===== config.mk =====
export PLATFORM = sky130hd
export DESIGN_NAME = spi_tx_arbiter_flat
export DESIGN_NICKNAME = d
export VERILOG_FILES = /design/src/rtl/spi_tx_arbiter_pkg.sv /design/src/rtl/spi_tx_arbiter_if.sv /design/src/rtl/spi_tx_arbiter_rr.sv /design/src/rtl/spi_tx_arbiter.sv /design/src/flat_wrapper.sv
export SDC_FILE = /design/constraint.sdc
export NUM_CORES = 1
export LEC_CHECK = 0
export CORE_MARGIN = 5
export CORE_UTILIZATION = 47
export DETAILED_ROUTE_END_ITERATION = 7
export PLACE_DENSITY = 0.75
export SETUP_SLACK_MARGIN = 0.15
export SLEW_MARGIN = 20
export SYNTH_ARGS = -nofsm -noshare
export SYNTH_HDL_FRONTEND = slang
export SYNTH_SLANG_ARGS = --single-unit

===== constraint.sdc =====
create_clock -name clock -period 2.1 [get_ports clock]
set_input_delay 0.21 -clock clock [delete_from_list [all_inputs] [get_ports clock]]
set_output_delay 0.21 -clock clock [all_outputs]
set_load 0.02 [all_outputs]

===== src/rtl/spi_tx_arbiter_pkg.sv =====
// Shared types and constants for the SPI transmit arbiter.
package spi_pkg;

  localparam int unsigned SPI_BYTE_W = 8;

  typedef enum logic [2:0] {
    IDLE,
    LOAD,
    WAIT_LO,
    HOLD,
    GAP
  } arb_state_t;

  // Index width that stays legal for a single requester.
  function automatic int unsigned idx_width(input int unsigned n);
    return (n > 1) ? $clog2(n) : 1;
  endfunction

endpackage


===== src/rtl/spi_tx_arbiter_if.sv =====
// Client request/ack bus plus the byte-engine handshake seen by the SPI transmit arbiter.
interface spi_tx_arbiter_if
  import spi_pkg::*;
#(
  parameter int unsigned NUM_REQ = 4
) ();

  localparam int unsigned IdW = idx_width(NUM_REQ);

  logic [NUM_REQ-1:0]            req;
  logic [SPI_BYTE_W*NUM_REQ-1:0] wdata;
  logic [NUM_REQ-1:0]            last;
  logic [NUM_REQ-1:0]            ack;
  logic [NUM_REQ-1:0]            cs_n;
  logic                          busy;
  logic [IdW-1:0]                grant_id;
  logic                          timeout_err;
  logic                          spi_load;
  logic [SPI_BYTE_W-1:0]         spi_byte;
  logic                          spi_done;

  // Arbiter side.
  modport slave (
    input  req, wdata, last, spi_done,
    output ack, cs_n, busy, grant_id, timeout_err, spi_load, spi_byte
  );

  // Clients and byte engine side.
  modport master (
    output req, wdata, last, spi_done,
    input  ack, cs_n, busy, grant_id, timeout_err, spi_load, spi_byte
  );

endinterface


===== src/rtl/spi_tx_arbiter_rr.sv =====
// Combinational round-robin picker: first asserted request at or after ptr, wrapping.
module rr_arbiter
  import spi_pkg::*;
#(
  parameter int unsigned NUM_REQ = 4,
  localparam int unsigned IdW = idx_width(NUM_REQ)
) (
  input  logic [NUM_REQ-1:0] req,
  input  logic [IdW-1:0]     ptr,
  output logic               grant_valid,
  output logic [IdW-1:0]     grant_idx
);

  localparam int unsigned SumW = IdW + 1;

  logic [SumW-1:0] scan;

  always_comb begin
    grant_valid = 1'b0;
    grant_idx   = '0;
    scan        = '0;
    for (int unsigned k = 0; k < NUM_REQ; k++) begin
      scan = {1'b0, ptr} + SumW'(k);
      if (scan >= SumW'(NUM_REQ)) begin
        scan = scan - SumW'(NUM_REQ);
      end
      if (!grant_valid && req[scan[IdW-1:0]]) begin
        grant_valid = 1'b1;
        grant_idx   = scan[IdW-1:0];
      end
    end
  end

endmodule


===== src/rtl/spi_tx_arbiter.sv =====
// Shares one byte-serial SPI engine among NUM_REQ clients, one chip select per client,
// round-robin per multi-byte transaction with lock and engine-done timeouts.
module spi_tx_arbiter
  import spi_pkg::*;
#(
  parameter int unsigned NUM_REQ      = 4,
  parameter int unsigned CS_GAP       = 4,
  parameter int unsigned LOCK_TIMEOUT = 255,
  parameter int unsigned DONE_TIMEOUT = 1023
) (
  input logic             clock,
  input logic             reset,
  spi_tx_arbiter_if.slave bus
);

  localparam int unsigned IdW   = idx_width(NUM_REQ);
  localparam int unsigned GapW  = $clog2(CS_GAP + 1);
  localparam int unsigned LockW = $clog2(LOCK_TIMEOUT + 1);
  localparam int unsigned DoneW = $clog2(DONE_TIMEOUT + 1);

  localparam logic [GapW-1:0]  GapMax  = GapW'(CS_GAP - 1);
  localparam logic [LockW-1:0] LockMax = LockW'(LOCK_TIMEOUT - 1);
  localparam logic [DoneW-1:0] DoneMax = DoneW'(DONE_TIMEOUT - 1);
  localparam logic [IdW-1:0]   LastId  = IdW'(NUM_REQ - 1);

  arb_state_t            state_q, state_d;
  logic [IdW-1:0]        grant_q, grant_d;
  logic [IdW-1:0]        ptr_q, ptr_d;
  logic [SPI_BYTE_W-1:0] byte_q, byte_d;
  logic                  last_q, last_d;
  logic [NUM_REQ-1:0]    ack_q, ack_d;
  logic                  terr_q, terr_d;
  logic                  done_s1_q, done_s2_q;
  logic [DoneW-1:0]      done_cnt_q, done_cnt_d;
  logic [LockW-1:0]      lock_cnt_q, lock_cnt_d;
  logic [GapW-1:0]       gap_cnt_q, gap_cnt_d;

  logic                  rr_valid;
  logic [IdW-1:0]        rr_idx;
  logic [SPI_BYTE_W-1:0] wbyte [NUM_REQ];
  logic [NUM_REQ-1:0]    cs_n;

  for (genvar g = 0; g < NUM_REQ; g++) begin : g_unpack
    assign wbyte[g] = bus.wdata[g*SPI_BYTE_W +: SPI_BYTE_W];
  end

  rr_arbiter #(
    .NUM_REQ (NUM_REQ)
  ) u_rr (
    .req         (bus.req),
    .ptr         (ptr_q),
    .grant_valid (rr_valid),
    .grant_idx   (rr_idx)
  );

  always_ff @(posedge clock) begin
    if (!reset) begin
      state_q    <= IDLE;
      grant_q    <= '0;
      ptr_q      <= '0;
      byte_q     <= '0;
      last_q     <= 1'b0;
      ack_q      <= '0;
      terr_q     <= 1'b0;
      done_s1_q  <= 1'b0;
      done_s2_q  <= 1'b0;
      done_cnt_q <= '0;
      lock_cnt_q <= '0;
      gap_cnt_q  <= '0;
    end else begin
      state_q    <= state_d;
      grant_q    <= grant_d;
      ptr_q      <= ptr_d;
      byte_q     <= byte_d;
      last_q     <= last_d;
      ack_q      <= ack_d;
      terr_q     <= terr_d;
      done_s1_q  <= bus.spi_done;
      done_s2_q  <= done_s1_q;
      done_cnt_q <= done_cnt_d;
      lock_cnt_q <= lock_cnt_d;
      gap_cnt_q  <= gap_cnt_d;
    end
  end

  always_comb begin
    state_d    = state_q;
    grant_d    = grant_q;
    ptr_d      = ptr_q;
    byte_d     = byte_q;
    last_d     = last_q;
    ack_d      = '0;
    terr_d     = 1'b0;
    done_cnt_d = done_cnt_q;
    lock_cnt_d = lock_cnt_q;
    gap_cnt_d  = gap_cnt_q;

    unique case (state_q)
      IDLE: begin
        if (rr_valid) begin
          grant_d = rr_idx;
          byte_d  = wbyte[rr_idx];
          last_d  = bus.last[rr_idx];
          state_d = LOAD;
        end
      end
      LOAD: begin
        if (done_s2_q) begin
          state_d = WAIT_LO;
        end else if (done_cnt_q == DoneMax) begin
          terr_d  = 1'b1;
          state_d = GAP;
        end else begin
          done_cnt_d = done_cnt_q + 1'b1;
        end
      end
      WAIT_LO: begin
        if (!done_s2_q) begin
          ack_d[grant_q] = 1'b1;
          state_d        = last_q ? GAP : HOLD;
        end else if (done_cnt_q == DoneMax) begin
          terr_d  = 1'b1;
          state_d = GAP;
        end else begin
          done_cnt_d = done_cnt_q + 1'b1;
        end
      end
      HOLD: begin
        // The ack cycle itself never starts a new byte; the owner is still dropping req.
        if ((ack_q == '0) && bus.req[grant_q]) begin
          byte_d  = wbyte[grant_q];
          last_d  = bus.last[grant_q];
          state_d = LOAD;
        end else if (lock_cnt_q == LockMax) begin
          terr_d  = 1'b1;
          state_d = GAP;
        end else begin
          lock_cnt_d = lock_cnt_q + 1'b1;
        end
      end
      GAP: begin
        if (gap_cnt_q == GapMax) begin
          state_d = IDLE;
          ptr_d   = (grant_q == LastId) ? '0 : grant_q + 1'b1;
        end else begin
          gap_cnt_d = gap_cnt_q + 1'b1;
        end
      end
      default: state_d = IDLE;
    endcase

    // Every counter restarts from zero on entry to a new state.
    if (state_d != state_q) begin
      done_cnt_d = '0;
      lock_cnt_d = '0;
      gap_cnt_d  = '0;
    end
  end

  always_comb begin
    cs_n = '1;
    if (state_q inside {LOAD, WAIT_LO, HOLD}) begin
      cs_n[grant_q] = 1'b0;
    end
  end

  assign bus.cs_n        = cs_n;
  assign bus.ack         = ack_q;
  assign bus.busy        = (state_q != IDLE);
  assign bus.grant_id    = grant_q;
  assign bus.timeout_err = terr_q;
  assign bus.spi_load    = (state_q == LOAD);
  assign bus.spi_byte    = byte_q;

endmodule


===== src/flat_wrapper.sv =====
// flat-port wrapper written by rule: the top's interface ports become plain ports
module spi_tx_arbiter_flat import spi_pkg::*;
#(
  parameter int unsigned NUM_REQ      = 4,
  parameter int unsigned CS_GAP       = 4,
  parameter int unsigned LOCK_TIMEOUT = 255,
  parameter int unsigned DONE_TIMEOUT = 1023
)
  (clock, reset, bus_req, bus_wdata, bus_last, bus_spi_done, bus_ack, bus_cs_n, bus_busy, bus_grant_id, bus_timeout_err, bus_spi_load, bus_spi_byte);
  spi_tx_arbiter_if #(.NUM_REQ(NUM_REQ)) bus_i ();
  input logic clock;
  input logic reset;
  input wire logic [$bits(bus_i.req)-1:0] bus_req;
  input wire logic [$bits(bus_i.wdata)-1:0] bus_wdata;
  input wire logic [$bits(bus_i.last)-1:0] bus_last;
  input wire logic [$bits(bus_i.spi_done)-1:0] bus_spi_done;
  output wire logic [$bits(bus_i.ack)-1:0] bus_ack;
  output wire logic [$bits(bus_i.cs_n)-1:0] bus_cs_n;
  output wire logic [$bits(bus_i.busy)-1:0] bus_busy;
  output wire logic [$bits(bus_i.grant_id)-1:0] bus_grant_id;
  output wire logic [$bits(bus_i.timeout_err)-1:0] bus_timeout_err;
  output wire logic [$bits(bus_i.spi_load)-1:0] bus_spi_load;
  output wire logic [$bits(bus_i.spi_byte)-1:0] bus_spi_byte;
  assign bus_i.req = bus_req;
  assign bus_i.wdata = bus_wdata;
  assign bus_i.last = bus_last;
  assign bus_i.spi_done = bus_spi_done;
  assign bus_ack = bus_i.ack;
  assign bus_cs_n = bus_i.cs_n;
  assign bus_busy = bus_i.busy;
  assign bus_grant_id = bus_i.grant_id;
  assign bus_timeout_err = bus_i.timeout_err;
  assign bus_spi_load = bus_i.spi_load;
  assign bus_spi_byte = bus_i.spi_byte;
  spi_tx_arbiter #(.NUM_REQ(NUM_REQ), .CS_GAP(CS_GAP), .LOCK_TIMEOUT(LOCK_TIMEOUT), .DONE_TIMEOUT(DONE_TIMEOUT)) u_core (.clock(clock), .reset(reset), .bus(bus_i));
endmodule

Word-level counts from Yosys, hierarchy flattened

Index checks and enable logic that the tools add are counted.

Equality and inequality tests: 13
Reduce and logical (&&, ||, !) cells: 22
$lt $le $gt $ge: 13
Mux-type cells: 61
Bitwise operators: 8
Add/sub/neg operators: 11

Operators by type and width:

| cell                  | number |
|---|---|
| $mux 8                | 6 |
| $bmux 8 s2            | 2 |
| $mux 10               | 3 |
| $mux 3                | 8 |
| $pmux 10 s2           | 1 |
| $mux 1                | 19 |
| $lt 2x3->1 const B    | 6 |
| $mux 2                | 9 |
| $pmux 8 s2            | 1 |
| $ge 3x3->1 const B    | 5 |
| $pmux 3 s5            | 1 |
| $bmux 1 s2            | 7 |
| $add 10x1->10 const B | 1 |
| $eq 10x10->1 const B  | 1 |
| $eq 3x2->1 const B    | 3 |
| $reduce_and 3->1      | 3 |
| $add 8x1->8 const B   | 1 |
| $eq 8x8->1 const B    | 1 |
| $sub 2x1->2 const B   | 4 |
| $add 2x2->3 const B   | 2 |
| $ne 2x1->1 const B    | 3 |
| $not 2->3             | 2 |
| $reduce_and 2->1      | 3 |
| $reduce_bool 3->1     | 2 |
| 23 further kinds      | 34 |

Output and inout port bits: 21
Register bits after elaboration: 44
Word-level logic and storage cells: 140

Logic depth before layout (Yosys ltp)

Word-level depth: 20
Mapped depth: 9

By module

A second synthesis with hierarchy kept.

Cell total of the unflattened synthesis: 294
Area total of the unflattened synthesis: 2776.4 um^2

Modules (own cells, without submodules):

| module         | times used | cells an instance | area each (um^2) |
|---|---|---|---|
| spi_tx_arbiter | 1          | 279               | 2698.8 |
| rr_arbiter     | 1          | 15                | 77.6 |

Worst setup path before layout

Ideal clock, no wire load.

Path kind: flip-flop to flip-flop
Start: register u_core.state_q[0]
End: register u_core.done_cnt_q[0]
Path slack: -0.199 ns
Path buffers: 2
Cell stages (with the launch flop): 7
Arrival time: 2.196 ns
Cells stage by stage: dfxtp_1 buf_2 nor3b_1 a311oi_2 a221o_1 buf_6 a2111oi_2

RTL lines:

| element                          | line                  | source |
|---|---|---|
| from (decl)                      | spi_tx_arbiter.sv:26  | `arb_state_t state_q, state_d;` |
| from (signal assigned)           | spi_tx_arbiter.sv:71  | `state_q <= state_d;` |
| $eq 3x1->1 *                     | --                    |  |
| net bus_spi_load                 | flat_wrapper.sv:22    | `output wire logic [$bits(bus_i.spi_load)-1:0] bus_spi_load;` |
| $pmux 3 s5                       | spi_tx_arbiter.sv:98  | `unique case (state_q)` |
| $ne 3x3->1                       | spi_tx_arbiter.sv:153 | `if (state_d != state_q) begin` |
| $reduce_or 2->1 (no source line) | --                    |  |
| to (signal assigned)             | spi_tx_arbiter.sv:80  | `done_cnt_q <= done_cnt_d;` |
| to (decl)                        | spi_tx_arbiter.sv:34  | `logic [DoneW-1:0] done_cnt_q, done_cnt_d;` |

The timed path passes the listed nets; every way through them passes the cells marked *.
A chain may end at the register's enable or synchronous reset.

Worst setup path in the final report

Start: register u_core.gap_cnt_q[0]
End: register u_core.done_cnt_q[4]

Cells in the longest elaborated chain, start to end: 5

Ends and longest elaborated chain:

| element                          | line                  | source |
|---|---|---|
| from (decl)                      | spi_tx_arbiter.sv:36  | `logic [GapW-1:0] gap_cnt_q, gap_cnt_d;` |
| from (signal assigned)           | spi_tx_arbiter.sv:82  | `gap_cnt_q <= gap_cnt_d;` |
| $eq 3x2->1                       | spi_tx_arbiter.sv:142 | `if (gap_cnt_q == GapMax) begin` |
| $mux 3                           | spi_tx_arbiter.sv:142 |  |
| $pmux 3 s5                       | spi_tx_arbiter.sv:98  |  |
| $ne 3x3->1                       | spi_tx_arbiter.sv:153 |  |
| $reduce_or 2->1 (no source line) | --                    |  |

Every way passes these cells.

==> results_dict.tcl <==
set metrics [dict create \
    fin_cells 518 \
    fin_area_sq_mm 0.004891 \
    skew_ns 0.009532 \
    cap_violations 0 \
    viasPerCell 5.938 \
    synth_most_common_cell "dfxtp_1" \
    dpl_cell_area_sq_mm 0.004262 \
    critPathCaptureType "flop" \
    core-area_sq_mm 0.006386 \
    min_from "u_core.done_s1_q" \
    hold_ws_ns 0.4502 \
    hold_viol 0 \
    clkTransAtPathRegs_ns 0.09 \
    ant_nets 0 \
    finalCoreUtilization_pct 76.59 \
    cp.required_ns 2.31 \
    route.detailed.drc 0 \
    cts.sinks 44 \
    die-height_um 91.03 \
    worst-path-max-fanout 7 \
    p_per_area_mw_per_mm2 457.3 \
    grt_remaining_overflow 0 \
    timing.final.crit_period_ns 2.235 \
    r2r-start "u_core.gap_cnt_q[0]" \
    wire_per_inst_um 19.59 \
    ios 64 \
    vdd_drop_max_mv 0.3957 \
    initial_core_util_pct 48.32 \
    status "finished with violations" \
    max_freq_mhz 447.5 \
    relSlewSlack_pct 75.81 \
    setup_ws_ns -0.1347 \
    yosysUniqueCellTypes 54 \
    critPathArrivalTime_ns 2.44 \
    port-buffer-count 63 \
    place.detailed.hpwl_um 6667 \
    num_antenna_cells 0 \
    grt_usage_pct 22.08 \
    syn_area_per_cell_sq_um 9.378 \
    gp_congestion 0.8581 \
    dieArea_sq_mm 0.008286 \
    report.final.slew_viol_count 0 \
    fin_nets 493 \
    dpl.cell_count 502 \
    ys.flop_type "dfxtp_1" \
    yosysSeqAreaShare_pct 28.55 \
    grt_antenna_before_repair 0 \
    synth_nets 382 \
    period_share_pct 106.4 \
    grt_pass1_wl_um 15430 \
    cts_tree "done" \
    post-synth-top-area-cell "dfxtp_1" \
    htreeDepth 2 \
    power.leakage_nw 1.692 \
    netlist_top_cells_count "dfxtp_1, and3_1, a2111oi_2" \
    vias 3076 \
    synth-seq-cells 44 \
    synthToLayoutAreaGrowth_pct 58.52 \
    clockBufferDepth 2 \
    crit_path_start "u_core.gap_cnt_q[0]" \
    worst_pin_slew_ns 0.3528 \
    crit_type "flop to flop" \
    yosysTopAreaCellShare_pct 28.55 \
    clk_latency_ns 0.32 \
    yosysWarnings 0 \
    firstDrtPassIters 4 \
    failed_checks "setup timing" \
    async_flop_share_pct 0 \
    layout-drive-gt1-share_pct 32.43 \
    syn_area_sq_mm 0.003085 \
    synth_edf_count 0 \
    rows 29 \
    dp_slack_ns -0.3528 \
    drt_iter0_drc 198 \
    synth_cells 329 \
    root_buffer "clkbuf_8" \
    grt_max_degree 23 \
    die_x_um 91.03 \
    synth_area_leaders "dfxtp_1, a2111oi_2, mux4_2" \
    start_kind "flop" \
    wl_um 10150 \
    cts_buffers 5 \
    rsz0062_at_grt "true" \
    first_global_vias 3277 \
    hold_class "flop to flop" \
    setup_violations 22 \
]
## registers in the layout, summed over array words and instances, names as in the netlist
register                count
u_core.done_cnt_q          10
u_core.bus.spi_byte         8
u_core.lock_cnt_q           8
u_core.gap_cnt_q            3
u_core.ptr_q                2
u_core.bus.ack              4
u_core.bus.timeout_err      1
u_core.done_s1_q            1
u_core.last_q               1
u_core.state_q              3
u_core.done_s2_q            1
u_core.bus.grant_id         2
## final cells by class
cell class / count / area [sq um]
multi-input cells: 249 / 2491
fillers: 410 / 1495
repair buffers: 127 / 1252
flip-flops and latches: 44 / 892.1
well taps: 77 / 96.34
clock buffers: 6 / 93.84
inverters: 13 / 48.80
clock inverters: 2 / 16.27
## cells by family after synthesis
| group | synth area share (%) |
|---|---|
| AO/OA/AOI/OAI | 25.38 |
| XOR/XNOR | 4.542 |
| adder cells (fa/ha/maj) | 4.055 |
| buffers and inverters | 5.190 |
| flip-flops | 28.55 |
| multiplexers | 9.570 |
| AND/OR/NAND/NOR | 22.71 |
## final timing paths
path	endpoint	slack [ns]	depth (start not counted)
max	u_core.done_cnt_q[4]	-0.13	7
min reg2reg	u_core.done_s2_q	0.45	1
min	u_core.done_s2_q	0.45	1
max reg2reg	u_core.done_cnt_q[4]	-0.13	7
## stage by stage
step	TNS [ns]	total power, mW
finish	-1.893	2.237
global route	-3.308	2.324
CTS	-0.01425	2.159
global placement	-6.990	1.499
floorplan	0	1.214
detailed placement	-7.910	1.508
## metal layers
layer	GRT usage, %	vias up	share of wire, %
li1	-	1483	-
met1	27.70	1471	40
met2	38.22	99	53
met3	3.223	23	4.0
met4	8.191	0	3.0
met5	0	-	0
## worst max-delay path, cell delays in order (launching register included)
cell and delay (ns):
dfxtp_4 0.37, ha_4 0.17, ha_4 0.16, nand2b_4 0.14, or3_4 0.34, a221o_2 0.47
buf_12 0.18, a2111oi_4 0.30
## what timing repair did
action                                  CTS  global route
resized for setup                        42            30
cloned                                    1             4
endpoints found under the setup margin   29            31
hold buffers                              0             0
pin swaps                                 5             6
setup buffers                             1             2
## cells in the final DEF, fill, tap and decap left out, types with 11 or more instances in the layout
master,n
inv_1,11
a211oi_1,19
nand2_1,13
buf_4,47
nor2_1,12
a2111oi_4,20
clkdlybuf4s50_1,55
and3_1,24
dfxtp_1,39
## power breakdown
group | total, mW | switching [mW] | internal [mW]
registers | 0.883 | 0.0203 | 0.863
logic | 0.699 | 0.351 | 0.348
clock network | 0.654 | 0.342 | 0.311
(Power assumes the default switching activity.)
==> RTL change: new RTL, same settings <==
`LOCK_TIMEOUT` is set to 255 in 2 places; all go to 510.
--- a/src/rtl/spi_tx_arbiter.sv
+++ b/src/rtl/spi_tx_arbiter.sv
@@ -5,7 +5,7 @@
 #(
   parameter int unsigned NUM_REQ      = 4,
   parameter int unsigned CS_GAP       = 4,
-  parameter int unsigned LOCK_TIMEOUT = 255,
+  parameter int unsigned LOCK_TIMEOUT = 510,
   parameter int unsigned DONE_TIMEOUT = 1023
 ) (
   input logic             clock,
--- a/src/flat_wrapper.sv
+++ b/src/flat_wrapper.sv
@@ -3,7 +3,7 @@
 #(
   parameter int unsigned NUM_REQ      = 4,
   parameter int unsigned CS_GAP       = 4,
-  parameter int unsigned LOCK_TIMEOUT = 255,
+  parameter int unsigned LOCK_TIMEOUT = 510,
   parameter int unsigned DONE_TIMEOUT = 1023
 )
   (clock, reset, bus_req, bus_wdata, bus_last, bus_spi_done, bus_ack, bus_cs_n, bus_busy, bus_grant_id, bus_timeout_err, bus_spi_load, bus_spi_byte);
Formal check against the unedited RTL: no difference found for any inputs over 10 cycles, from zero or initial values and one cycle with reset low; that may be too few to reach the edited logic, so the function may still have changed.
==> RTL change against the unedited design <==
- the flow still finishes with violations (negative setup slack)
- sequential cell count increased by 1
- largest power group unchanged
- critical endpoint is now u_core.done_cnt_q[8]$_SDFFE_PP0P_
- synthesized cell count decreased by 4.3%
- sequential share of layout area increased by 3.4 points
- die area decreased by 7.4%
- utilization decreased by 5.2 points
- design area decreased by 14%
- count of clock-buffer cells in the layout unchanged
- wire length decreased by 27%
- synthesized area decreased by 8.2%
- worst setup slack improved by 120 ps
- cell count decreased by 4.6%
- critical path type unchanged
- sequential power increased by 3.4%
- total power increased by 3.7%
==> RTL change: results (changes against the unedited design) <==
GRT
  • Vias in the first global route: 2762 (-16%)
  • Met1 Use GR: 22.5% (-5.2 points)
  • Total GRT Usage: 19.7% (-2.4 points)
  • Largest net degree at the start of global routing: 19 (-17%)
  • M3 GR Usage: 5.46% (+2.2 points)
  • First-pass GRT wire length: 12.1 mm (-22%)
  • Met2 Use GR: 35.5% (-2.7 points)

STA
  • TNS Setup: -135 ps (+1760 ps)
  • Worst slew pin tran: 447 ps (+94.4 ps)
  • WHS: 453 ps (+3.05 ps)
  • Setup-failing EPs final: 12 (-45%)
  • Final Skew: 7.87 ps (-1.67 ps)
  • Setup WS post-layout: -18.7 ps (+116 ps)

Synth
  • Sequential cell area fraction in the yosys report: 31.8% (+3.3 points)
  • Top_reg_cell synth: dfxtp_1
  • Unique cell type count in the Yosys netlist: 52 (-3.7%)
  • Ranking of synthesized cells by area: dfxtp_1, mux4_2, mux2i_1
  • Most frequent cells after synthesis: dfxtp_1, nor2_1, nand2_1, mux2i_1, nor3_1
  • Synthesized Nets: 368 (-3.7%)
  • Syn Area/Cell: 8.99 um^2 (-4.2%)

Placement
  • Pre-CTS setup slack: -320 ps (+32.6 ps)
  • DP Area: 0.00380 mm^2 (-11%)
  • Post-DP HPWL: 5.38 mm (-19%)
  • Routability cong.: 0.901 (+5.0%)
  • Placed cells: 475 (-5.4%)

Drt
  • Total wire length: 7.42 mm (-27%)
  • DRT iter0 DRCs: 83 (-58%)
  • DR vias/cell: 5.50 (-7.4%)
  • Wire length on met1: 2.93 mm (-28%)
  • Initial DRT Pass Iterations: 4 (unchanged)
  • Via total after detailed routing: 2716 (-12%)
  • WL met2: 3.77 mm (-30%)
  • DR WL met3: 585 um (+44%)

Run status
  • Failing checks: negative setup slack
  • Outcome: complete, but fails checks

Clock tree
  • Clock Latency Late Sink: 300 ps (-20 ps)
  • Num CTS Buffers: 5 (unchanged)

Final layout
  • Fill cell count: 445 (+8.5%)
  • Final nets: 471 (-4.5%)
  • Layout cells sized above 1: 26.3% (-6.2 points)

Critical path
  • R2R cell count: 8 (+1)
  • Critical path's largest stage delay: 580 ps (+110 ps)
  • Crit-path leading delay family: simple AND/OR/NAND/NOR gates
  • Slowest CP cell: or4b_4
  • Crit path max fanout: 9 (+2)
  • Worst setup path endpoint: u_core.done_cnt_q[8]$_SDFFE_PP0P_
  • Reg2Reg Launch Point: u_core.done_s2_q$_SDFF_PN0_

Power and ir drop
  • LEAKAGE: 1.60 nW (-5.6%)
  • VDD IR max: 0.312 mV (-21%)

Worst hold path
  • Hold EP: u_core.done_s2_q$_SDFF_PN0_
RTL change: final cells by class:
class	count	area, um^2	share of cell area [%]
tap	75	93.8	2.23
multi-input combinational	248	1980	47.2
clock buffer	6	93.8	2.23
clock inverter	2	35.0	0.833
timing repair buffer	110	1060	25.2
sequential	45	910	21.6
inverter	8	30.0	0.714
RTL change: repair_timing:
item,CTS,global route
setup endpoints to repair,26,33
buffers inserted,4,5
hold buffers,0,0
cloned,1,1
pin swaps,4,7
hold endpoints to repair,0,0
resized for setup,18,26
RTL change: kinds of logic after synthesis:
logic type	share of synthesized area (%)
AND/OR/NAND/NOR	24.4
AO/OA/AOI/OAI	13.8
flip-flops	31.8
multiplexers	16.1
buffers and inverters	3.89
XOR/XNOR	5.57
adder cells (fa/ha/maj)	4.42
RTL change: report_power, final:
group	switching (W)	internal (W)
clock network	0.000296	0.000425
logic	0.000316	0.000370
registers	0.0000231	0.000890
